## src/rtl/mul_seq_ctrl_if.sv

```systemverilog
// mul_seq_ctrl_if: bundles the request/response and adder-facing signals of
// the sequential multiply controller.
//   start/a/b/abort : operation request from the master
//   adder_out       : accumulator value returned by the external adder
//   ready/err       : handshake status back to the master
//   adder_en/state/adder_in/done : adder control from the controller
//   result/res_valid/ovf         : captured product and its status
interface mul_seq_ctrl_if;
  logic        start;
  logic [15:0] a;
  logic [2:0]  b;
  logic        abort;
  logic [16:0] adder_out;
  logic        ready;
  logic        adder_en;
  logic [2:0]  state;
  logic [15:0] adder_in;
  logic        done;
  logic [16:0] result;
  logic        res_valid;
  logic        ovf;
  logic        err;

  modport master (
    output start, a, b, abort, adder_out,
    input  ready, adder_en, state, adder_in, done, result, res_valid, ovf, err
  );

  modport slave (
    input  start, a, b, abort, adder_out,
    output ready, adder_en, state, adder_in, done, result, res_valid, ovf, err
  );
endinterface

```

## src/rtl/mul_seq_ctrl.sv

```systemverilog
// mul_seq_ctrl: sequences an external 17-bit accumulator to form a*b by
// repeated addition (b in 0..6). One COMPUTE state per addition, then a
// DONE cycle that clears the adder while the product is captured.
// Ports:
//   clk           : clock, rising edge
//   rst           : asynchronous active-high reset
//   bus           : slave side of mul_seq_ctrl_if (request, adder, result)
//   o_adder_rst_n : active-low reset for the external adder
module mul_seq_ctrl (
  input  logic           clk,
  input  logic           rst,
  mul_seq_ctrl_if.slave  bus,
  output logic           o_adder_rst_n
);

  typedef enum logic [2:0] {
    IDLE  = 3'd0,
    C1    = 3'd1,
    C2    = 3'd2,
    C3    = 3'd3,
    C4    = 3'd4,
    C5    = 3'd5,
    C6    = 3'd6,
    DONE  = 3'd7
  } state_t;

  state_t      r_state;
  logic        r_ready;
  logic        r_en;
  logic [15:0] r_adder_in;
  logic        r_done;
  logic [16:0] r_result;
  logic        r_res_valid;
  logic        r_ovf;
  logic        r_err;
  logic [15:0] r_a;
  logic [2:0]  r_b;
  logic        r_abt;
  logic        w_carry;

  // Carry-out of the 17-bit accumulate this cycle would produce.
  function automatic logic carry17(input logic [16:0] acc, input logic [15:0] add);
    logic [17:0] s;
    s = {1'b0, acc} + {2'b00, add};
    return s[17];
  endfunction

  assign w_carry = carry17(bus.adder_out, r_adder_in);

  always_ff @(posedge clk or posedge rst) begin
    if (rst) begin
      r_state     <= IDLE;
      r_ready     <= 1'b1;
      r_en        <= 1'b0;
      r_adder_in  <= '0;
      r_done      <= 1'b0;
      r_result    <= '0;
      r_res_valid <= 1'b0;
      r_ovf       <= 1'b0;
      r_err       <= 1'b0;
      r_a         <= '0;
      r_b         <= '0;
      r_abt       <= 1'b0;
    end else begin
      r_err       <= 1'b0;
      r_res_valid <= 1'b0;
      case (r_state)
        IDLE: begin
          // abort is ignored here, so start+abort behaves as start alone
          if (bus.start) begin
            if (bus.b == 3'd7) begin
              r_err <= 1'b1;
            end else begin
              r_a        <= bus.a;
              r_b        <= bus.b;
              r_adder_in <= bus.a;
              r_ovf      <= 1'b0;
              r_abt      <= 1'b0;
              r_ready    <= 1'b0;
              if (bus.b == 3'd0) begin
                r_state <= DONE;
                r_done  <= 1'b1;
              end else begin
                r_state <= C1;
                r_en    <= 1'b1;
              end
            end
          end
        end
        DONE: begin
          // An aborted operation still passes through DONE to clear the
          // adder, but its partial sum is never published.
          if (!r_abt) begin
            r_result    <= bus.adder_out;
            r_res_valid <= 1'b1;
          end
          r_state    <= IDLE;
          r_ready    <= 1'b1;
          r_done     <= 1'b0;
          r_adder_in <= '0;
        end
        default: begin
          if (bus.abort) begin
            r_abt   <= 1'b1;
            r_state <= DONE;
            r_en    <= 1'b0;
            r_done  <= 1'b1;
          end else begin
            if (w_carry) r_ovf <= 1'b1;
            if (3'(r_state) < r_b) begin
              r_state <= state_t'(3'(r_state) + 3'd1);
            end else begin
              r_state <= DONE;
              r_en    <= 1'b0;
              r_done  <= 1'b1;
            end
          end
        end
      endcase
    end
  end

  assign bus.ready     = r_ready;
  // abort must suppress the addition in the very cycle it is seen
  assign bus.adder_en  = r_en & ~bus.abort;
  assign bus.state     = 3'(r_state);
  assign bus.adder_in  = r_adder_in;
  assign bus.done      = r_done;
  assign bus.result    = r_result;
  assign bus.res_valid = r_res_valid;
  assign bus.ovf       = r_ovf;
  assign bus.err       = r_err;
  assign o_adder_rst_n = ~rst;

endmodule

```

## src/flat_wrapper.sv

```systemverilog
// flat-port wrapper written by rule: the top's interface ports become plain ports
module mul_seq_ctrl_flat 
  (clk, rst, o_adder_rst_n, bus_start, bus_a, bus_b, bus_abort, bus_adder_out, bus_ready, bus_adder_en, bus_state, bus_adder_in, bus_done, bus_result, bus_res_valid, bus_ovf, bus_err);
  mul_seq_ctrl_if bus_i ();
  input  logic clk;
  input  logic rst;
  output logic o_adder_rst_n;
  input wire logic [$bits(bus_i.start)-1:0] bus_start;
  input wire logic [$bits(bus_i.a)-1:0] bus_a;
  input wire logic [$bits(bus_i.b)-1:0] bus_b;
  input wire logic [$bits(bus_i.abort)-1:0] bus_abort;
  input wire logic [$bits(bus_i.adder_out)-1:0] bus_adder_out;
  output wire logic [$bits(bus_i.ready)-1:0] bus_ready;
  output wire logic [$bits(bus_i.adder_en)-1:0] bus_adder_en;
  output wire logic [$bits(bus_i.state)-1:0] bus_state;
  output wire logic [$bits(bus_i.adder_in)-1:0] bus_adder_in;
  output wire logic [$bits(bus_i.done)-1:0] bus_done;
  output wire logic [$bits(bus_i.result)-1:0] bus_result;
  output wire logic [$bits(bus_i.res_valid)-1:0] bus_res_valid;
  output wire logic [$bits(bus_i.ovf)-1:0] bus_ovf;
  output wire logic [$bits(bus_i.err)-1:0] bus_err;
  assign bus_i.start = bus_start;
  assign bus_i.a = bus_a;
  assign bus_i.b = bus_b;
  assign bus_i.abort = bus_abort;
  assign bus_i.adder_out = bus_adder_out;
  assign bus_ready = bus_i.ready;
  assign bus_adder_en = bus_i.adder_en;
  assign bus_state = bus_i.state;
  assign bus_adder_in = bus_i.adder_in;
  assign bus_done = bus_i.done;
  assign bus_result = bus_i.result;
  assign bus_res_valid = bus_i.res_valid;
  assign bus_ovf = bus_i.ovf;
  assign bus_err = bus_i.err;
  mul_seq_ctrl u_core (.clk(clk), .rst(rst), .bus(bus_i), .o_adder_rst_n(o_adder_rst_n));
endmodule
```

## config.mk

```make
export PLATFORM = sky130hd
export DESIGN_NAME = mul_seq_ctrl_flat
export DESIGN_NICKNAME = d
export VERILOG_FILES = /design/src/rtl/mul_seq_ctrl_if.sv /design/src/rtl/mul_seq_ctrl.sv /design/src/flat_wrapper.sv
export SDC_FILE = /design/constraint.sdc
export NUM_CORES = 1
export LEC_CHECK = 0
export ABC_AREA = 0
export CAP_MARGIN = 10
export CORE_UTILIZATION = 40
export DETAILED_ROUTE_END_ITERATION = 8
export PLACE_DENSITY = 0.73
export SYNTH_ARGS = -nofsm -noshare
export SYNTH_HDL_FRONTEND = slang
export SYNTH_SLANG_ARGS = --single-unit
```

## constraint.sdc

```tcl
create_clock -name clk -period 1.75 [get_ports clk]
set_input_delay 0.35 -clock clk [delete_from_list [all_inputs] [get_ports clk]]
set_output_delay 0.35 -clock clk [all_outputs]
set_load 0.02 [all_outputs]
```

Word-level counts from Yosys, hierarchy flattened
Index checks and enable logic that the tools add are counted.
{"block": "op_classes", "add_sub_neg": 2, "order_cmp": 1, "n_eq_ne": 9, "muxes": 34, "bitwise_logic": 6, "reduce_logical": 13}
{"op": "16-bit 2-to-1 mux", "count": 2}
{"op": "16-bit one-hot mux with 2 select lines", "count": 1}
{"op": "1-bit 2-to-1 mux", "count": 20}
{"op": "17-bit by 16-bit adder with 18-bit output", "count": 1}
{"op": "3-bit 2-to-1 mux", "count": 5}
{"op": "1-bit one-hot mux with 2 select lines", "count": 5}
{"op": "5-bit AND reduction", "count": 2}
{"op": "4-bit AND reduction", "count": 2}
{"op": "3-bit == test (second input constant)", "count": 2}
{"op": "3-bit zero test", "count": 2}
{"op": "2-bit inequality test (second input constant)", "count": 3}
{"op": "3-bit one-hot mux with 2 select lines", "count": 1}
{"op": "3-bit AND reduction", "count": 2}
{"op": "2-bit nonzero test", "count": 3}
{"op": "1-bit NOT", "count": 5}
{"op": "2-bit by 1-bit inequality test with 1-bit output (second input constant)", "count": 2}
{"op": "4-bit inequality test (second input constant)", "count": 1}
{"op": "2-bit AND reduction", "count": 2}
{"op": "3-bit by 1-bit adder with 3-bit output (second input constant)", "count": 1}
{"op": "3-bit < comparator", "count": 1}
{"op": "3-bit inequality test (second input constant)", "count": 1}
{"op": "1-bit AND", "count": 1}
{"block": "totals", "reg_bits": 46, "in_bits": 40, "out_inout_bits": 43, "wordCells": 76}

Longest topological paths before layout
Gate-level depths: netlist of the first run.
{"block": "depth", "word_depth": 5, "depth_mapped": 8, "depth_no_buf": 6}

Worst setup path after synthesis of the first run
No wires, ideal clock.
{"block": "synth_timing", "path_type": "reg2reg", "startpoint": "register u_core.r_state[1] (netlist: u_core.bus.state[1])", "endpoint": "register u_core.r_result[10] (netlist: u_core.bus.result[10])", "setup_time_ns": 0.125, "arrival_ns": 1.738, "t_required_ns": 1.625, "slack_ns": -0.113, "path_stages_with_launch": 8, "path_buffers": 2, "synth_period_minus_slack_ns": 1.863, "path_cell_list": "dfrtp_1 -> ha_1 -> ha_1 -> buf_4 -> inv_2 -> nor2_4 -> buf_6 -> mux2_2"}
{"block": "synth_via", "elab_chain_cells": 2}
{"element": "start: declaration", "line": "mul_seq_ctrl.sv:27", "rtl": "state_t r_state;"}
{"element": "start signal: assignment", "line": "mul_seq_ctrl.sv:111", "rtl": "r_state <= state_t'(3'(r_state) + 3'd1);"}
{"element": "3-bit == test", "line": "mul_seq_ctrl.sv:67", "rtl": "case (r_state)"}
{"element": "2-bit AND reduction (no source line)"}
{"element": "end signal: assignment", "line": "mul_seq_ctrl.sv:94", "rtl": "r_result <= bus.adder_out;"}
{"element": "end: declaration", "line": "mul_seq_ctrl.sv:32", "rtl": "logic [16:0] r_result;"}
Every way passes these cells.
A chain may end at the register's enable or synchronous reset.

Final worst setup path of the first run
{"block": "layout_timing", "startpoint": "register u_core.r_state[2] (netlist: u_core.bus.state[2])", "endpoint": "output bus_state[2]"}
{"element": "end: declaration", "line": "flat_wrapper.sv:15", "rtl": "output wire logic [$bits(bus_i.state)-1:0] bus_state;"}
No word-level cell between the ends.

==> metrics.md, run 1 <==
| Metric | Value |
|---|---|
| Synth unique cells | `39` |
| Vias/cell | `around 5.1` |
| RSZ-0062 raised after global routing | `true` |
| Core Region | `5270 um^2` |
| Most area-consuming cells after synthesis | `dfrtp_1 (50%), ha_1 (11%), mux2_2 (8.5%)` |
| Largest net degree at the start of global routing | `47` |
| Final Cycle Share | `0.968` |
| Setup Skew | `about 0.0041 ns` |
| Area leader, netlist | `dfrtp_1` |
| Worst setup SP type | `flop` |
| CTS tree | `yes` |
| Yosys warning count | `0` |
| Setup Viol. Count Final | `0` |
| Critical-path cell list | `clkdlybuf4s50_1` |
| Vias in the first global route | `between 1,500 and 2,000` |
| Leak Pwr | `1.49 nW` |
| Worst path buffer plus inverter count | `1` |
| Cell area power density | `around 1500 nW/um^2` |
| Row cnt | `26` |
| First DRT Iteration DRCs | `65` |
| WP data required | `roughly 1.4 ns` |
| Critical path class | `reg2out` |
| Sw frac | `0.355` |
| HP Class | `reg2reg` |
| I/O Pins | `83` |
| Sequential-to-total area share from yosys stat | `0.513` |
| Fmax | `between 500 and 600 MHz` |
| Port bufs | `82` |
| Initial antenna violation count | `0` |
| Final Hold Fails | `0` |
| NetSw | `0.00175 W` |
| P&R area growth vs syn | `49.9%` |
| DR WL/cell | `14.7 um` |
| Die ar. | `roughly 6000 um^2` |
| Number of synthesized register bits | `46` |
| H-tree depth | `2` |
| CP max stage cell | `clkdlybuf4s50_1` |
| Critical Path AT | `between 1 and 1.5 ns` |
| Min Tclk post-route | `~1.7 ns` |
| P_int | `0.00318 W` |
| Pre-antenna DRT Iters | `4` |
| Clock Tree Buf Depth | `2` |
| Post-DP HPWL | `3820 um` |
| Post-Syn Area | `~2200 um^2` |
| Hold Worst Slack | `roughly 0.51 ns` |
| NumNets Final | `roughly 340` |
| Post-Syn Instances | `roughly 180` |
| CP top delay family | `buffers and inverters` |
| Clock Root Buffer | `clkbuf_8` |
| Final core utilization | `0.639` |
| Status | `completed` |
| Slew Limit Fails | `0` |
| Clock power frac | `0.163` |
| Syn_area_per_cell | `roughly 13 um^2` |
| Most frequent cells in the layout | `clkdlybuf4s50_1 (79), dfrtp_1 (43), ha_1 (19)` |
| CTS Buf Count | `5` |
| Die X | `slightly below 80 um` |
| Diodes inserted | `0` |
| Final RePlAce weighted congestion | `between 0.8 and 0.9` |
| Final instance area | `between 3000 and 4000 um^2` |
| Post-synthesis net count | `around 240` |
| Crit-path max cell delay | `0.63 ns` |
| Layout cell share with drive strength beyond 1 | `0.203` |
| Slew @ Worst Pin | `between 0.5 and 0.6 ns` |
| Starting density of the core | `0.427` |
| GRT Residual Overflow | `0` |
| Maxcap violations | `0` |
| Peak fanout along the critical path | `5` |
| Seq pwr share | `0.348` |
| Relative slew slack | `0.612` |
| Clk Latency, worst-skew pair | `0.29 ns` |
| Via count | `around 1,800` |
| DRC viols | `0` |
| CTS Hold Bufs | `0` |
| Gate power share | `0.489` |
| Total Routed Length | `slightly above 5000 um` |
| Critical Path End Type | `output port` |
| Synth top area share | `0.501` |
| ANT nets after route | `0` |
| Num Clock Sinks | `46` |
| Die height | `roughly 77 um` |
| Maximum vdd ir drop | `around 690 uV` |
| Total track usage | `0.184` |
| Clk slew on worst S/H paths | `~0.080 ns` |
| Area after DPL | `approximately 3200 um^2` |
| First-pass GRT wire length | `~8600 um` |
| Most common cell after layout, fill and taps aside | `clkdlybuf4s50_1` |
-- synth_stat cells, drive strengths merged --
master    n
a31oi     2
or2       1
a22oi     1
o21bai    1
a31o      1
a2bb2oi   1
dfstp     1
a22o     16
inv       7
a21boi    1
or3       1
a2111oi   1
a211o     1
nor3      3
nand3     2
a21o      2
o2bb2ai   1
a21oi    13
buf       5
nand2b    2
ha       20
nor2b     2
nand2     8
a211oi    1
o22a      3
mux2     17
dfrtp    45
o21ai     9
nand4     3
nor2      7
-- final timing paths --
| check | startpoint | to | slack, ns | depth (start not counted) |
|---|---|---|---|---|
| worst max-delay path | u_core.bus.state[2] | bus_state[2] | 0.06 | 1 |
| worst max register to register | u_core.bus.state[1] | u_core.bus.result[14] | 0.10 | 6 |
| worst min register to register | u_core.bus.ready | u_core.bus.ready | 0.51 | 2 |
| max in group asynchronous | rst | u_core.bus.state[1] | 0.70 | 3 |
| worst min-delay path | u_core.bus.ready | u_core.bus.ready | 0.51 | 2 |
| min in group asynchronous | rst | u_core.r_b[1] | 0.63 | 3 |
-- kinds of logic after synthesis --
kind of cell	Yosys count	share of synthesized area
AOI/OAI and AO/OA	54	0.175
adders and majority gates	20	0.111
buffers and inverters	12	0.0351
DFF	46	0.513
muxes	17	0.0851
and+or+nand+nor	29	0.0807
-- worst register-to-register path, delay by kind of cell, from the launching register on --
kind,cells,cell delay [ns]
simple gates,1,0.13
buf+inv,2,0.28
flops,1,0.41
mux,1,0.34
fa+ha+maj,2,0.38
-- metrics by stage --
stage | TNS [ns] | setup WS, ns | power (W) | instances
after CTS | 0 | 0.0394 | 0.00496 | 346
after detailed placement | -2.57 | -0.188 | 0.00409 | 338
final | 0 | 0.0561 | 0.00494 | 346
after global placement | -2.26 | -0.197 | 0.00404 | 338
after floorplan | 0 | 0.00954 | 0.00306 | 178
after global routing | -0.00565 | -0.00565 | 0.00525 | 346
-- area by class of cell --
cell class	instances	area (um^2)
clock buffers	6	82.6
clock inverters	1	30.0
fillers	441	1900
inverters	7	30.0
multi-input cells	120	1020
flip-flops and latches	46	1150
well taps	70	87.6
repair buffers	96	960
-- layer usage --
layer / GRT usage / wire [um] / up-vias
li1: - / - / 860
met1: 0.259 / 2380 / 827
met2: 0.287 / 2330 / 63
met3: 0.0393 / 327 / 7
met4: 0.0509 / 48 / 0
met5: 0 / 0 / -
-- state kept, by name, summed over array words and instances, names as in the netlist --
register and cells:
u_core.bus.adder_in 16, u_core.bus.done 1, u_core.bus.err 1, u_core.bus.ovf 1, u_core.bus.ready 1, u_core.bus.res_valid 1, u_core.bus.result 17, u_core.bus.state 3
u_core.r_abt 1, u_core.r_b 3, u_core.r_en 1
-- repair_timing --
action | in CTS | in global routing
pin swaps | 2 | 0
resized for setup | 3 | 3
setup endpoints to repair | 19 | 26
setup buffers | 1 | 0
-- power groups by stage --
stage	Sequential (W)	Clock, W	Combinational, W
after floorplan	0.00212	0	0.000945
after global placement	0.00173	0	0.00232
after detailed placement	0.00173	0	0.00236
after CTS	0.00172	0.000817	0.00243
after global routing	0.00179	0.000853	0.00261
final	0.00172	0.000805	0.00242
(Power assumes the default switching activity.)
==> run 2: changes to the inputs <==
- PLACE_DENSITY: 0.73 -> 0.76
==> run 2 against run 1 <==
Compared with the run above:
- flip-flop and latch count unchanged
- routed wire length increased by 6.2%
- fmax decreased by 0.13%
- hold slack got worse by 0.0029 ns
- critical path type unchanged
- largest cell class unchanged
- highest routed layer unchanged
==> metrics.md, run 2 (synthesized netlist as in run 1, its figures left out) <==
| Metric | Value |
|---|---|
| Status | `completed` |
| Diodes inserted | `0 (unchanged)` |
| Clock Root Buffer | `clkbuf_8` |
| First DRT Iteration DRCs | `53 (-18%)` |
| Post-DP HPWL | `4010 um (+4.9%)` |
| Most common cell after layout, fill and taps aside | `clkdlybuf4s50_1` |
| Final Hold Fails | `0 (unchanged)` |
| Critical Path AT | `1.35 ns (about the same)` |
| Cell area power density | `1430 nW/um^2 (-2.1%)` |
| Met3 usage | `0.0536 (+0.0143)` |
| Via count | `1,807 (+2.8%)` |
| I/O Pins | `83 (unchanged)` |
| WP data required | `1.40 ns (about the same)` |
| Hold Worst Slack | `0.504 ns (-0.00286 ns)` |
| Critical path class | `reg2out` |
| CTS Buf Count | `5 (unchanged)` |
| Final Cycle Share | `0.969 (+0.00127)` |
| CTS Hold Bufs | `0 (unchanged)` |
| Slew Limit Fails | `0 (unchanged)` |
| FF-to-FF End | `u_core.bus.result[6]` |
| Setup TNS | `0 ns (unchanged)` |
| Row cnt | `26 (unchanged)` |
| Clk Latency, worst-skew pair | `0.30 ns (about the same)` |
| Crit-path max cell delay | `0.64 ns (about the same)` |
| Met2 Use GR | `0.307 (+0.0205)` |
| Die ar. | `5930 um^2 (unchanged)` |
| GRT Max-Usage Layer | `met2` |
| Maxcap violations | `0 (unchanged)` |
| HP Class | `reg2reg` |
| Core Region | `5270 um^2 (unchanged)` |
| Hold Path Origin | `u_core.bus.ready` |
| H-tree depth | `2 (unchanged)` |
| Initial antenna violation count | `0 (unchanged)` |
| Pre-antenna DRT Iters | `4 (unchanged)` |
| Clk slew on worst S/H paths | `0.08 ns (about the same)` |
| Vias in the first global route | `1,829 (+3.9%)` |
| Final RePlAce weighted congestion | `0.856 (+5.3%)` |
| Starting density of the core | `0.427 (unchanged)` |
| Setup Viol. Count Final | `0 (unchanged)` |
| Relative slew slack | `0.615 (+0.00261)` |
| RR Startpoint | `u_core.bus.state[1]` |
| DRC viols | `0 (unchanged)` |
| First-pass GRT wire length | `8880 um (+3.5%)` |
| CTS tree | `yes` |
| Worst path buffer plus inverter count | `1 (unchanged)` |
| NumNets Final | `340 (+1.2%)` |
| Reg2Reg Depth | `6 (unchanged)` |
| Most frequent cells in the layout | `clkdlybuf4s50_1 (78), dfrtp_1 (43), ha_1 (19)` |
| DR WL/cell | `15.4 um (+4.7%)` |
| Total Routed Length | `5400 um (+6.2%)` |
| Total track usage | `0.192 (+0.00738)` |
| ANT nets after route | `0 (unchanged)` |
| M1 GR Usage | `0.250 (-0.00874)` |
| Die X | `77.0 um (unchanged)` |
| Critical-path cell list | `clkdlybuf4s50_1` |
| Min Tclk post-route | `1.70 ns (+0.00222 ns)` |
| Largest net degree at the start of global routing | `47 (unchanged)` |
| Num Clock Sinks | `46 (unchanged)` |
| Setup Skew | `0.00489 ns (+0.000766 ns)` |
| Max FFs per register | `17 (unchanged)` |
| Slew @ Worst Pin | `0.578 ns (-0.00392 ns)` |
| Worst setup SP type | `flop` |
| Die height | `77.0 um (unchanged)` |
| Clock Tree Buf Depth | `2 (unchanged)` |
| CP max stage cell | `clkdlybuf4s50_1` |
| Fmax | `590 MHz (-0.13%)` |
| GRT Residual Overflow | `0 (unchanged)` |
| CP top delay family | `buffers and inverters` |
| Worst reg-to-reg setup slack | `0.07 ns (-0.03 ns)` |
| P&R area growth vs syn | `50.4%` |
| Hold path depth | `2 (unchanged)` |
| Layout cell share with drive strength beyond 1 | `0.206 (+0.00351)` |
| Leak Pwr | `1.49 nW (+0.49%)` |
| Peak fanout along the critical path | `3 (-2)` |
| Final core utilization | `0.642 (+0.00214)` |
| Vias/cell | `5.15 (+1.4%)` |
| Port bufs | `82 (unchanged)` |
| Maximum vdd ir drop | `787 uV (+14%)` |
| Hold Path End | `u_core.bus.ready` |
| Critical Path End Type | `output port` |
## run 2: cell count changes in the layout (fill, tap and decap cells not counted), sizes merged
cell           change
clkdlybuf4s50      -1
buf                +4
bufinv             -1
clkbuf             +1
clkinvlp           +1
dlymetal6s2s       +1
## run 2: worst max-delay path by stage
stage	startpoint	end	cells after the start	slack (ns)
2_1_floorplan	u_core.bus.state[1]	u_core.bus.result[10]	7	0.01
4_1_cts	u_core.bus.state[1]	u_core.bus.result[6]	6	0.03
5_1_grt	u_core.bus.state[0]	u_core.r_b[0]	5	-0.002
3_5_place_dp	bus_adder_out[14]	u_core.bus.ovf	6	-0.16
6_report	u_core.bus.ovf	bus_ovf	1	0.05
3_3_place_gp	bus_adder_out[14]	u_core.bus.ovf	6	-0.13
## run 2: through the flow
step	worst slack, ns	cell area (um^2)	total power (W)	std cells
3_3_place_gp	-0.135	3250	0.00407	340
6_report	0.0539	3380	0.00485	351
3_5_place_dp	-0.163	3250	0.00412	340
4_1_cts	0.0262	3350	0.00484	349
5_1_grt	-0.00248	3380	0.00517	351
2_1_floorplan	0.00954	2260	0.00306	178
## run 2: report_power, final
part | leakage [nW] | switching [W] | total, W | internal (W)
clock network | 0.0385 | 0.000344 | 0.000627 | 0.000283
logic | 0.879 | 0.00118 | 0.00249 | 0.00132
registers | 0.577 | 0.000274 | 0.00173 | 0.00146
total | 1.49 | 0.00179 | 0.00485 | 0.00305
## run 2: routing by layer
layer	vias up	wire [um]
li1	867	-
met1	870	2330
met2	62	2620
met3	8	369
met4	0	77
met5	-	0
## run 2: repair_timing
item | CTS | global route
resized for setup | 4 | 3
setup buffers | 1 | 2
pin swaps | 2 | 1
setup endpoints to repair | 27 | 21
## run 2: cell type report
class,instances,area [um^2]
Clock buffer,7,76.3
Clock inverter,1,7.51
Fill cell,440,1890
Inverter,7,30.0
Multi-Input combinational cell,120,1030
Sequential cell,46,1150
Tap cell,70,87.6
Timing Repair Buffer,100,992
==> run 3: changes to the inputs <==
- TNS_END_PERCENT: unset -> 50
==> results of run 3 <==
Same layout as run 2: the final DEF is identical, and so are final timing and power.
